$ cat src/rtl/leaf_rx_depacketizer.sv
// Receive depacketizer: header address check, header strip, MAX_LEN truncation, SOP/EOP framed byte FIFO.
// Optional statistics counters (pkt_count, drop_count) are enabled by defining LEAF_RX_STATS_EN.
module leaf_rx_depacketizer #(
    parameter logic [7:0]  LEAF_ID = 8'h00,
    parameter int unsigned DEPTH   = 4,
    parameter int unsigned MAX_LEN = 16
) (
    input  logic        CLK,
    input  logic        RESET,
    input  logic [8:0]  in_data,
    input  logic        in_valid,
    output logic        in_ready,
    output logic [7:0]  out_data,
    output logic        out_sop,
    output logic        out_eop,
    output logic        out_valid,
    input  logic        out_ready,
    output logic        misroute,
    output logic        truncated
`ifdef LEAF_RX_STATS_EN
    ,
    output logic [15:0] pkt_count,
    output logic [15:0] drop_count
`endif
);

    localparam int unsigned AW        = $clog2(DEPTH);
    localparam logic [8:0]  MAX_LEN_W = 9'(MAX_LEN);
    localparam logic [AW:0] PTR_ONE   = (AW + 1)'(1);

    typedef enum logic [1:0] {
        IDLE,
        PAYLOAD,
        DROP
    } state_t;

    state_t      state_q, state_d;
    logic [7:0]  len_q, len_d;
    logic        misroute_q, misroute_d;
    logic        truncated_q, truncated_d;
    logic [AW:0] wr_ptr_q, rd_ptr_q;
    logic [9:0]  mem_q [DEPTH];

    logic        fifo_full, fifo_empty;
    logic        push, pop, accept;
    logic        tail, addr_match, len_last;
    logic [9:0]  push_entry;
    logic [9:0]  head;

    assign tail       = in_data[8];
    assign addr_match = (in_data[7:0] == LEAF_ID);
    assign len_last   = (({1'b0, len_q} + 9'd1) == MAX_LEN_W);

    // Extra wrap bit on each pointer distinguishes full from empty.
    assign fifo_empty = (wr_ptr_q == rd_ptr_q);
    assign fifo_full  = (wr_ptr_q[AW] != rd_ptr_q[AW]) &&
                        (wr_ptr_q[AW-1:0] == rd_ptr_q[AW-1:0]);

    assign in_ready   = (state_q != PAYLOAD) || !fifo_full;
    assign accept     = in_valid && in_ready;
    assign pop        = !fifo_empty && out_ready;
    assign push_entry = {(len_q == 8'd0), (tail || len_last), in_data[7:0]};

    always_comb begin
        state_d     = state_q;
        len_d       = len_q;
        misroute_d  = misroute_q;
        truncated_d = truncated_q;
        push        = 1'b0;
        unique case (state_q)
            IDLE: begin
                if (accept) begin
                    if (addr_match) begin
                        if (!tail) begin
                            state_d = PAYLOAD;
                            len_d   = 8'd0;
                        end
                    end else begin
                        misroute_d = 1'b1;
                        if (!tail) begin
                            state_d = DROP;
                        end
                    end
                end
            end
            PAYLOAD: begin
                if (accept) begin
                    push  = 1'b1;
                    len_d = len_q + 8'd1;
                    if (tail) begin
                        state_d = IDLE;
                    end else if (len_last) begin
                        truncated_d = 1'b1;
                        state_d     = DROP;
                    end
                end
            end
            DROP: begin
                if (accept && tail) begin
                    state_d = IDLE;
                end
            end
            default: state_d = IDLE;
        endcase
    end

    always_ff @(posedge CLK) begin
        if (RESET) begin
            state_q     <= IDLE;
            len_q       <= 8'd0;
            misroute_q  <= 1'b0;
            truncated_q <= 1'b0;
            wr_ptr_q    <= '0;
            rd_ptr_q    <= '0;
        end else begin
            state_q     <= state_d;
            len_q       <= len_d;
            misroute_q  <= misroute_d;
            truncated_q <= truncated_d;
            if (push) begin
                wr_ptr_q <= wr_ptr_q + PTR_ONE;
            end
            if (pop) begin
                rd_ptr_q <= rd_ptr_q + PTR_ONE;
            end
        end
    end

    // Storage is not reset; the pointers alone define which entries are live.
    always_ff @(posedge CLK) begin
        if (push) begin
            mem_q[wr_ptr_q[AW-1:0]] <= push_entry;
        end
    end

    assign head      = mem_q[rd_ptr_q[AW-1:0]];
    assign out_valid = !fifo_empty;
    assign out_data  = out_valid ? head[7:0] : 8'h00;
    assign out_eop   = out_valid ? head[8]   : 1'b0;
    assign out_sop   = out_valid ? head[9]   : 1'b0;
    assign misroute  = misroute_q;
    assign truncated = truncated_q;

`ifdef LEAF_RX_STATS_EN
    logic [15:0] pkt_count_q, drop_count_q;
    logic        matched_drop_q;
    logic        count_tail;

    // A tail closes a matched packet unless DROP was entered from a misrouted header.
    assign count_tail = accept && tail &&
                        (((state_q == IDLE) && addr_match) ||
                         (state_q == PAYLOAD) ||
                         ((state_q == DROP) && matched_drop_q));

    always_ff @(posedge CLK) begin
        if (RESET) begin
            pkt_count_q    <= 16'h0000;
            drop_count_q   <= 16'h0000;
            matched_drop_q <= 1'b0;
        end else begin
            if (count_tail && (pkt_count_q != 16'hFFFF)) begin
                pkt_count_q <= pkt_count_q + 16'd1;
            end
            if (accept && (state_q == IDLE) && !addr_match && (drop_count_q != 16'hFFFF)) begin
                drop_count_q <= drop_count_q + 16'd1;
            end
            if (state_q == PAYLOAD) begin
                matched_drop_q <= 1'b1;
            end else if (state_q == IDLE) begin
                matched_drop_q <= 1'b0;
            end
        end
    end

    assign pkt_count  = pkt_count_q;
    assign drop_count = drop_count_q;
`else
    // Statistics disabled: no counter state exists in this build.
`endif

endmodule

$ cat config.mk
export PLATFORM = sky130hd
export DESIGN_NAME = leaf_rx_depacketizer
export DESIGN_NICKNAME = d
export VERILOG_FILES = /design/src/rtl/leaf_rx_depacketizer.sv
export SDC_FILE = /design/constraint.sdc
export NUM_CORES = 1
export LEC_CHECK = 0
export BUFFER_PORTS_ARGS = -buffer_cell sky130_fd_sc_hd__buf_2
export CELL_PAD_IN_SITES_DETAIL_PLACEMENT = 0
export CELL_PAD_IN_SITES_GLOBAL_PLACEMENT = 1
export CORE_MARGIN = 2
export CORE_UTILIZATION = 48
export CTS_CLUSTER_SIZE = 28
export DETAILED_ROUTE_END_ITERATION = 8
export PLACE_DENSITY_LB_ADDON = 0.1
export SETUP_SLACK_MARGIN = 0.4
export SLEW_MARGIN = 5
export SYNTH_ARGS = -nofsm -noshare
export SYNTH_HDL_FRONTEND = slang
export SYNTH_SLANG_ARGS = --single-unit
$ cat constraint.sdc
create_clock -name CLK -period 2.21 [get_ports CLK]
set_input_delay 0.3315 -clock CLK [delete_from_list [all_inputs] [get_ports CLK]]
set_output_delay 0.3315 -clock CLK [all_outputs]
set_load 0.02 [all_outputs]
==> results of run 1 <==
routing by layer:
layer | global-route usage, % | part of all wire [%] | up-vias
li1 | - | - | 806
met4 | 6.32 | 1.1 | 0
met1 | 24.2 | 43 | 832
met2 | 30.4 | 51 | 45
met5 | 0 | 0 | -
met3 | 5.29 | 5.2 | 6
cells by family after synthesis:
family                   synth area share [%]
AO/OA/AOI/OAI                            7.89
multiplexers                             8.93
buffers and inverters                    2.80
XOR/XNOR                                 2.33
adder cells (fa/ha/maj)                  3.33
flip-flops                               60.8
AND/OR/NAND/NOR                          13.9
power by group through the flow:
| stage | clock [mW] | combinational (mW) | sequential (mW) |
|---|---|---|---|
| final | 1.04 | 0.0548 | 1.20 |
| after global placement | 0 | 0.0497 | 1.22 |
| after floorplan | 0 | 0.0210 | 1.22 |
| after CTS | 1.06 | 0.0533 | 1.20 |
| after detailed placement | 0 | 0.0522 | 1.22 |
| after global routing | 1.12 | 0.0619 | 1.20 |
flip-flops by register name, indices dropped and copies added, names as in the netlist, named ones only:
signal	count
len_q	8
mem_q	40
misroute	1
rd_ptr_q	3
state_q	2
truncated	1
wr_ptr_q	3
cells in the mapped netlist, types with 2 or more instances:
cell type and count:
ha_1 7, a31oi_1 3, o21ai_0 2, nand2_1 6, nand4b_1 2, xnor2_1 4, dfxtp_1 20, nor3_1 2
nand3_1 5, o21ai_1 8, and3_1 8, nand2b_1 4, mux4_2 10, a21oi_1 5, and2_1 11, xor2_1 3
nor4_1 2, nand4_1 2, o31ai_2 4, nor2_1 15, edfxtp_1 40, inv_1 9, buf_2 2, clkbuf_1 2
cell type report:
type | instances | area (sq um)
Inverter | 9 | 33.8
Multi-Input combinational cell | 119 | 1020
Clock buffer | 9 | 124
Timing Repair Buffer | 37 | 304
Fill cell | 409 | 1930
Tap cell | 70 | 87.6
Clock inverter | 7 | 91.3
Sequential cell | 60 | 1610
worst max-delay path by stage:
stage	end	slack (ns)	cells past startpoint
3_3_place_gp	len_q[6]	0.38	6
2_1_floorplan	out_data[0]	0.54	4
5_1_grt	out_data[4]	0.18	4
4_1_cts	out_data[5]	0.21	4
6_report	out_data[5]	0.24	4
3_5_place_dp	len_q[7]	0.24	6
critical path: stages (launching register included):
cell     delay, ns
dfxtp_4       0.39
buf_8         0.14
mux4_2        0.50
and2_4        0.15
buf_6         0.12
per-stage QoR:
step | hold WS (ns) | power (mW)
after CTS | 0.231 | 2.31
after global routing | 0.228 | 2.37
after detailed placement | 0.444 | 1.28
after global placement | 0.434 | 1.27
final | 0.244 | 2.29
after floorplan | 0.411 | 1.25
repair_timing:
item                       in CTS  in global routing
resized for setup              34                 13
gates cloned                    1                  0
hold buffers                    0                  0
pin swaps                       8                  3
setup endpoints to repair      18                 29
buffers inserted                2                  3
==> impl_metrics.json, run 1 <==
{
  "design.core.area_sq_mm": 0.00520,
  "io_pins": 27,
  "ys_ff_latch": 60,
  "yosysWarnings": 0,
  "syn_area_sq_mm": 0.00263,
  "worstHoldStart": "in_data[4]",
  "final_area_sq_mm": 0.00327,
  "clkLatencyLatePin_ns": 0.32,
  "crit_path_end_kind": "output pin",
  "num_antenna_cells": 0,
  "r2r_start": "wr_ptr_q[2]",
  "grt_pass1_vias": 1697,
  "row_count": 26,
  "synthTopCellsByArea": "edfxtp_1 (46%), dfxtp_1 (15%), mux4_2 (8.6%), ha_1 (3.3%), and2_1 (2.6%)",
  "power_density_mw_per_mm2": 701,
  "grt_max_degree": 17,
  "final_util_pct": 62.9,
  "pwr-share-comb_pct": 2.4,
  "worstRegToRegCells": 7,
  "async_reset_ff_share_pct": 0,
  "via_per_inst": 5.43,
  "arrival_ns": 1.63,
  "ir_drop_uv": 345,
  "final-instance-count-excl-fill": 311,
  "post-route-period-util_pct": 89.0,
  "start_kind": "flop",
  "cap_violations": 0,
  "rr_endpoint": "len_q[7]",
  "hold_violations": 0,
  "antenna_left": 0,
  "grt.overflow.total": 0,
  "dp_hpwl_mm": 3.34,
  "cts.sinks": 60,
  "drt_iter0_drc": 84,
  "synth-edff-count": 40,
  "p_sw_uw": 450,
  "hp-class": "in -> reg",
  "synth_cell_types": 43,
  "synth_area_leader_cell": "edfxtp_1",
  "skew_ns": 0.00550,
  "synth_top_area_share_pct": 45.6,
  "min_to": "mem_q[1][4]",
  "remaining_drc_errors": 0,
  "antenna_found_initial": 0,
  "cts-root-buf": "clkbuf_8",
  "placed_cell_area_sq_mm": 0.00285,
  "layout_setup_ws_ns": 0.244,
  "cts_buffer_depth": 2,
  "layout_commonest_cell": "edfxtp_1",
  "dpl.cell_count": 289,
  "grt_pass1_wl_mm": 8.59,
  "cp_max_fo": 5,
  "h-tree-depth": 3,
  "ys.flop_type": "edfxtp_1",
  "synthCells": 195,
  "status": "finished, final reports clean",
  "final_nets": 256,
  "power_leakage_nw": 1.18,
  "vias": 1689,
  "cts_tree": "yes",
  "wirelength_mm": 5.17,
  "die_x_um": 78.1,
  "die_h_um": 78.1,
  "seq_area_frac_synth_pct": 60.8,
  "pwr-share-clk_pct": 45.5,
  "p_sw_share_pct": 19.6,
  "mostFrequentLayoutCells": "edfxtp_1 (40), buf_2 (17), dfxtp_1 (16)",
  "fin_crit_ns": 1.97,
  "initial_core_util_pct": 50.6,
  "seq_power_share_pct": 52.2,
  "worst_ep_required_time_ns": 1.88,
  "p_int_mw": 1.84,
  "finalMaxSlewViolations": 0,
  "tightestPinTransition_ns": 0.449,
  "r2r_setup_slack_ns": 0.50,
  "synthToLayoutAreaGrowth_pct": 24.3,
  "drtPass1Iterations": 4,
  "fin_setup_tns_ns": 0,
  "cts_made_buffers": 9,
  "setup_viol": 0,
  "syn-num-nets": 215,
  "maxClockFrequency_mhz": 509,
  "hold_depth": 1,
  "clk_pin_slew_ns": 0.07,
  "finalWeightedCongestion": 0.791,
  "io_buffers": 26,
  "slew-limit-headroom_pct": 69.8,
  "layout-drive-gt1-share_pct": 37.3,
  "dp_slack_ns": 0.239,
  "wl_per_cell_um": 16.6,
  "rsz0062_at_grt": "yes",
  "path_class": "reg -> out",
  "syn_avg_cell_area_sq_um": 13.5,
  "dieArea_sq_mm": 0.00610,
  "grt.total_usage_pct": 18.7
}
Power figures use the tool's default switching activity.
==> run 2: changes to the inputs <==
Settings changed: ABC_AREA from default to 1, CORE_UTILIZATION 48 to 45, SKIP_LAST_GASP from default to 1.
==> run 2 against run 1 <==
  * Sequential cell count did not move
  * Clock-buffer cell count rose by 3
  * Clock skew rose by 0.0061 ns
  * Non-clock buffer count rose by 10
  * Die area rose by 14%
  * Utilization fell by 0.50 points
  * Maximum frequency rose by 5.1%
  * Synthesized area rose by 7.1%
  * Via count rose by 29%
  * Cell count rose by 39%
  * Setup slack improved by 0.095 ns
  * Highest routed layer unchanged
==> impl_metrics.json, run 2 <==
{
  "dp_hpwl_mm": 3.92,
  "vias": 2187,
  "maxClockFrequency_mhz": 534,
  "pwr-share-clk_pct": 33.3,
  "clkLatencyLatePin_ns": 0.34,
  "synthTopCellsByArea": "edfxtp_1 (43%), dfxtp_1 (14%), nor2_1 (7.7%), nand2_1 (6.0%), inv_1 (4.5%)",
  "grt.overflow.total": 0,
  "initial_core_util_pct": 47.1,
  "layout_commonest_cell": "nor2_1",
  "final_nets": 371,
  "power_leakage_nw": 1.47,
  "cts_made_buffers": 9,
  "arrival_ns": 1.54,
  "p_sw_mw": 1.01,
  "io_pins": 27,
  "crit_path_end_kind": "output pin",
  "yosysMostFrequentCell": "nor2_1",
  "mostFrequentLayoutCells": "nor2_1 (50), edfxtp_1 (40), nand2_1 (33)",
  "synthToLayoutAreaGrowth_pct": 32.5,
  "grt.total_usage_pct": 19.0,
  "rsz0062_at_grt": "yes",
  "clk_pin_slew_ns": 0.07,
  "drt_iter0_drc": 126,
  "seq_power_share_pct": 38.4,
  "whs_ns": 0.212,
  "h-tree-depth": 3,
  "syn-num-nets": 321,
  "cts_tree": "yes",
  "slew-limit-headroom_pct": 59.7,
  "drtPass1Iterations": 4,
  "die_h_um": 83.2,
  "antenna_found_initial": 0,
  "fin_setup_tns_ns": 0,
  "yosysWarnings": 0,
  "cts.sinks": 60,
  "pwr-share-comb_pct": 28.3,
  "seq_area_frac_synth_pct": 56.8,
  "wl_per_cell_um": 14.9,
  "hold_buffers": 0,
  "synth-edff-count": 40,
  "synth_top_area_share_pct": 42.6,
  "synth_area_leader_cell": "edfxtp_1",
  "cp_max_fo": 7,
  "dieArea_sq_mm": 0.00692,
  "io_buffers": 26,
  "hp-class": "in -> reg",
  "synthCells": 301,
  "path_class": "reg -> out",
  "power_density_mw_per_mm2": 896,
  "power_mw": 3.35,
  "grt_pass1_vias": 2088,
  "grt_pass1_wl_mm": 10.2,
  "syn_avg_cell_area_sq_um": 9.37,
  "skew_ns": 0.0116,
  "cts_buffer_depth": 2,
  "antenna_left": 0,
  "syn_area_sq_mm": 0.00282,
  "wirelength_mm": 6.42,
  "ys.flop_type": "edfxtp_1",
  "die_x_um": 83.2,
  "worst_ep_required_time_ns": 1.88,
  "finalWeightedCongestion": 0.770,
  "ir_drop_uv": 452,
  "design.core.area_sq_mm": 0.00599,
  "fin_crit_ns": 1.87,
  "hold_violations": 0,
  "remaining_drc_errors": 0,
  "num_antenna_cells": 0,
  "post-route-period-util_pct": 84.7,
  "largest_register_ffs": 40,
  "cap_violations": 0,
  "via_per_inst": 5.07,
  "finalMaxSlewViolations": 0,
  "ys_ff_latch": 60,
  "ys_top_cells_by_count": "nor2_1 (58), nand2_1 (45), edfxtp_1 (40)",
  "cts-root-buf": "clkbuf_8",
  "synth_cell_types": 27,
  "row_count": 28,
  "p_sw_share_pct": 30.1,
  "async_reset_ff_share_pct": 0,
  "p_int_mw": 2.34,
  "status": "finished, final reports clean",
  "grt_max_degree": 21,
  "start_kind": "flop",
  "tightestPinTransition_ns": 0.599,
  "setup_viol": 0,
  "layout-drive-gt1-share_pct": 38.5
}
## run 2: cell types whose count changed after synthesis, sizes merged, moves of 6 or more
cell	before	now
a21oi	5	16
and2	11	0
and3	8	0
clkbuf	2	8
inv	9	39
mux4	10	0
nand2	7	54
nand3	5	15
nor2	15	63
o21ai	10	19
o32ai	0	10
## run 2: metal layers
layer / wire [um] / track usage [%]
met5: 0 / 0
met4: 79 / 4.92
met3: 192 / 4.87
met2: 3400 / 33.4
met1: 2740 / 23.2
## run 2: layout make-up
type / count / area [sq um]
fillers: 509 / 2250
multi-input cells: 194 / 1230
repair buffers: 47 / 407
inverters: 39 / 156
well taps: 75 / 93.8
clock buffers: 12 / 155
clock inverters: 4 / 72.6
flip-flops and latches: 60 / 1620
## run 2: what timing repair did
action / CTS / global route
gates cloned: 1 / 4
buffers inserted: 4 / 4
endpoints found under the hold margin: 0 / 0
resized for setup: 40 / 68
setup endpoints to repair: 11 / 51
pin swaps: 9 / 17
## run 2: cell families after synthesis
logic type | share of synthesized area [%]
DFF | 56.8
adders and majority gates | 3.10
buffers and inverters | 6.83
and+or+nand+nor | 21.3
AOI/OAI and AO/OA | 9.84
xor gates and xnor gates | 2.13
## run 2: path summary, 6_finish.rpt
kind | start | to | slack [ns] | cells past startpoint
hold reg to reg | misroute | misroute | 0.45 | 2
hold / removal | in_data[3] | mem_q[3][3] | 0.21 | 1
setup reg to reg | rd_ptr_q[0] | mem_q[0][7] | 0.42 | 9
setup / recovery | rd_ptr_q[1] | out_data[4] | 0.34 | 8
## run 2: worst max-delay path, cell delays in order, from the launching register on
cell and delay, ns:
dfxtp_2 0.37, inv_2 0.05, nand2_2 0.06, nand2_2 0.06
nor2_4 0.22, nand2_4 0.17, nand2_2 0.11, inv_2 0.04
buf_6 0.12
## run 2: metrics by stage
stage | setup WS, ns | cells | area [sq um] | utilization [%]
finish | 0.339 | 431 | 3740 | 62.4
detailed placement | 0.402 | 402 | 3070 | 51.3
floorplan | 0.299 | 301 | 2820 | -
global route | 0.242 | 431 | 3740 | 62.4
global placement | 0.438 | 402 | 3070 | 51.3
CTS | 0.384 | 423 | 3480 | 58.1
## run 2: power by group through the flow
stage	logic (mW)	clock network (mW)	registers, mW
after floorplan	0.436	0	1.29
final	0.947	1.12	1.29
after detailed placement	0.636	0	1.29
after global routing	1.04	1.19	1.29
after global placement	0.631	0	1.29
after CTS	0.797	1.13	1.28
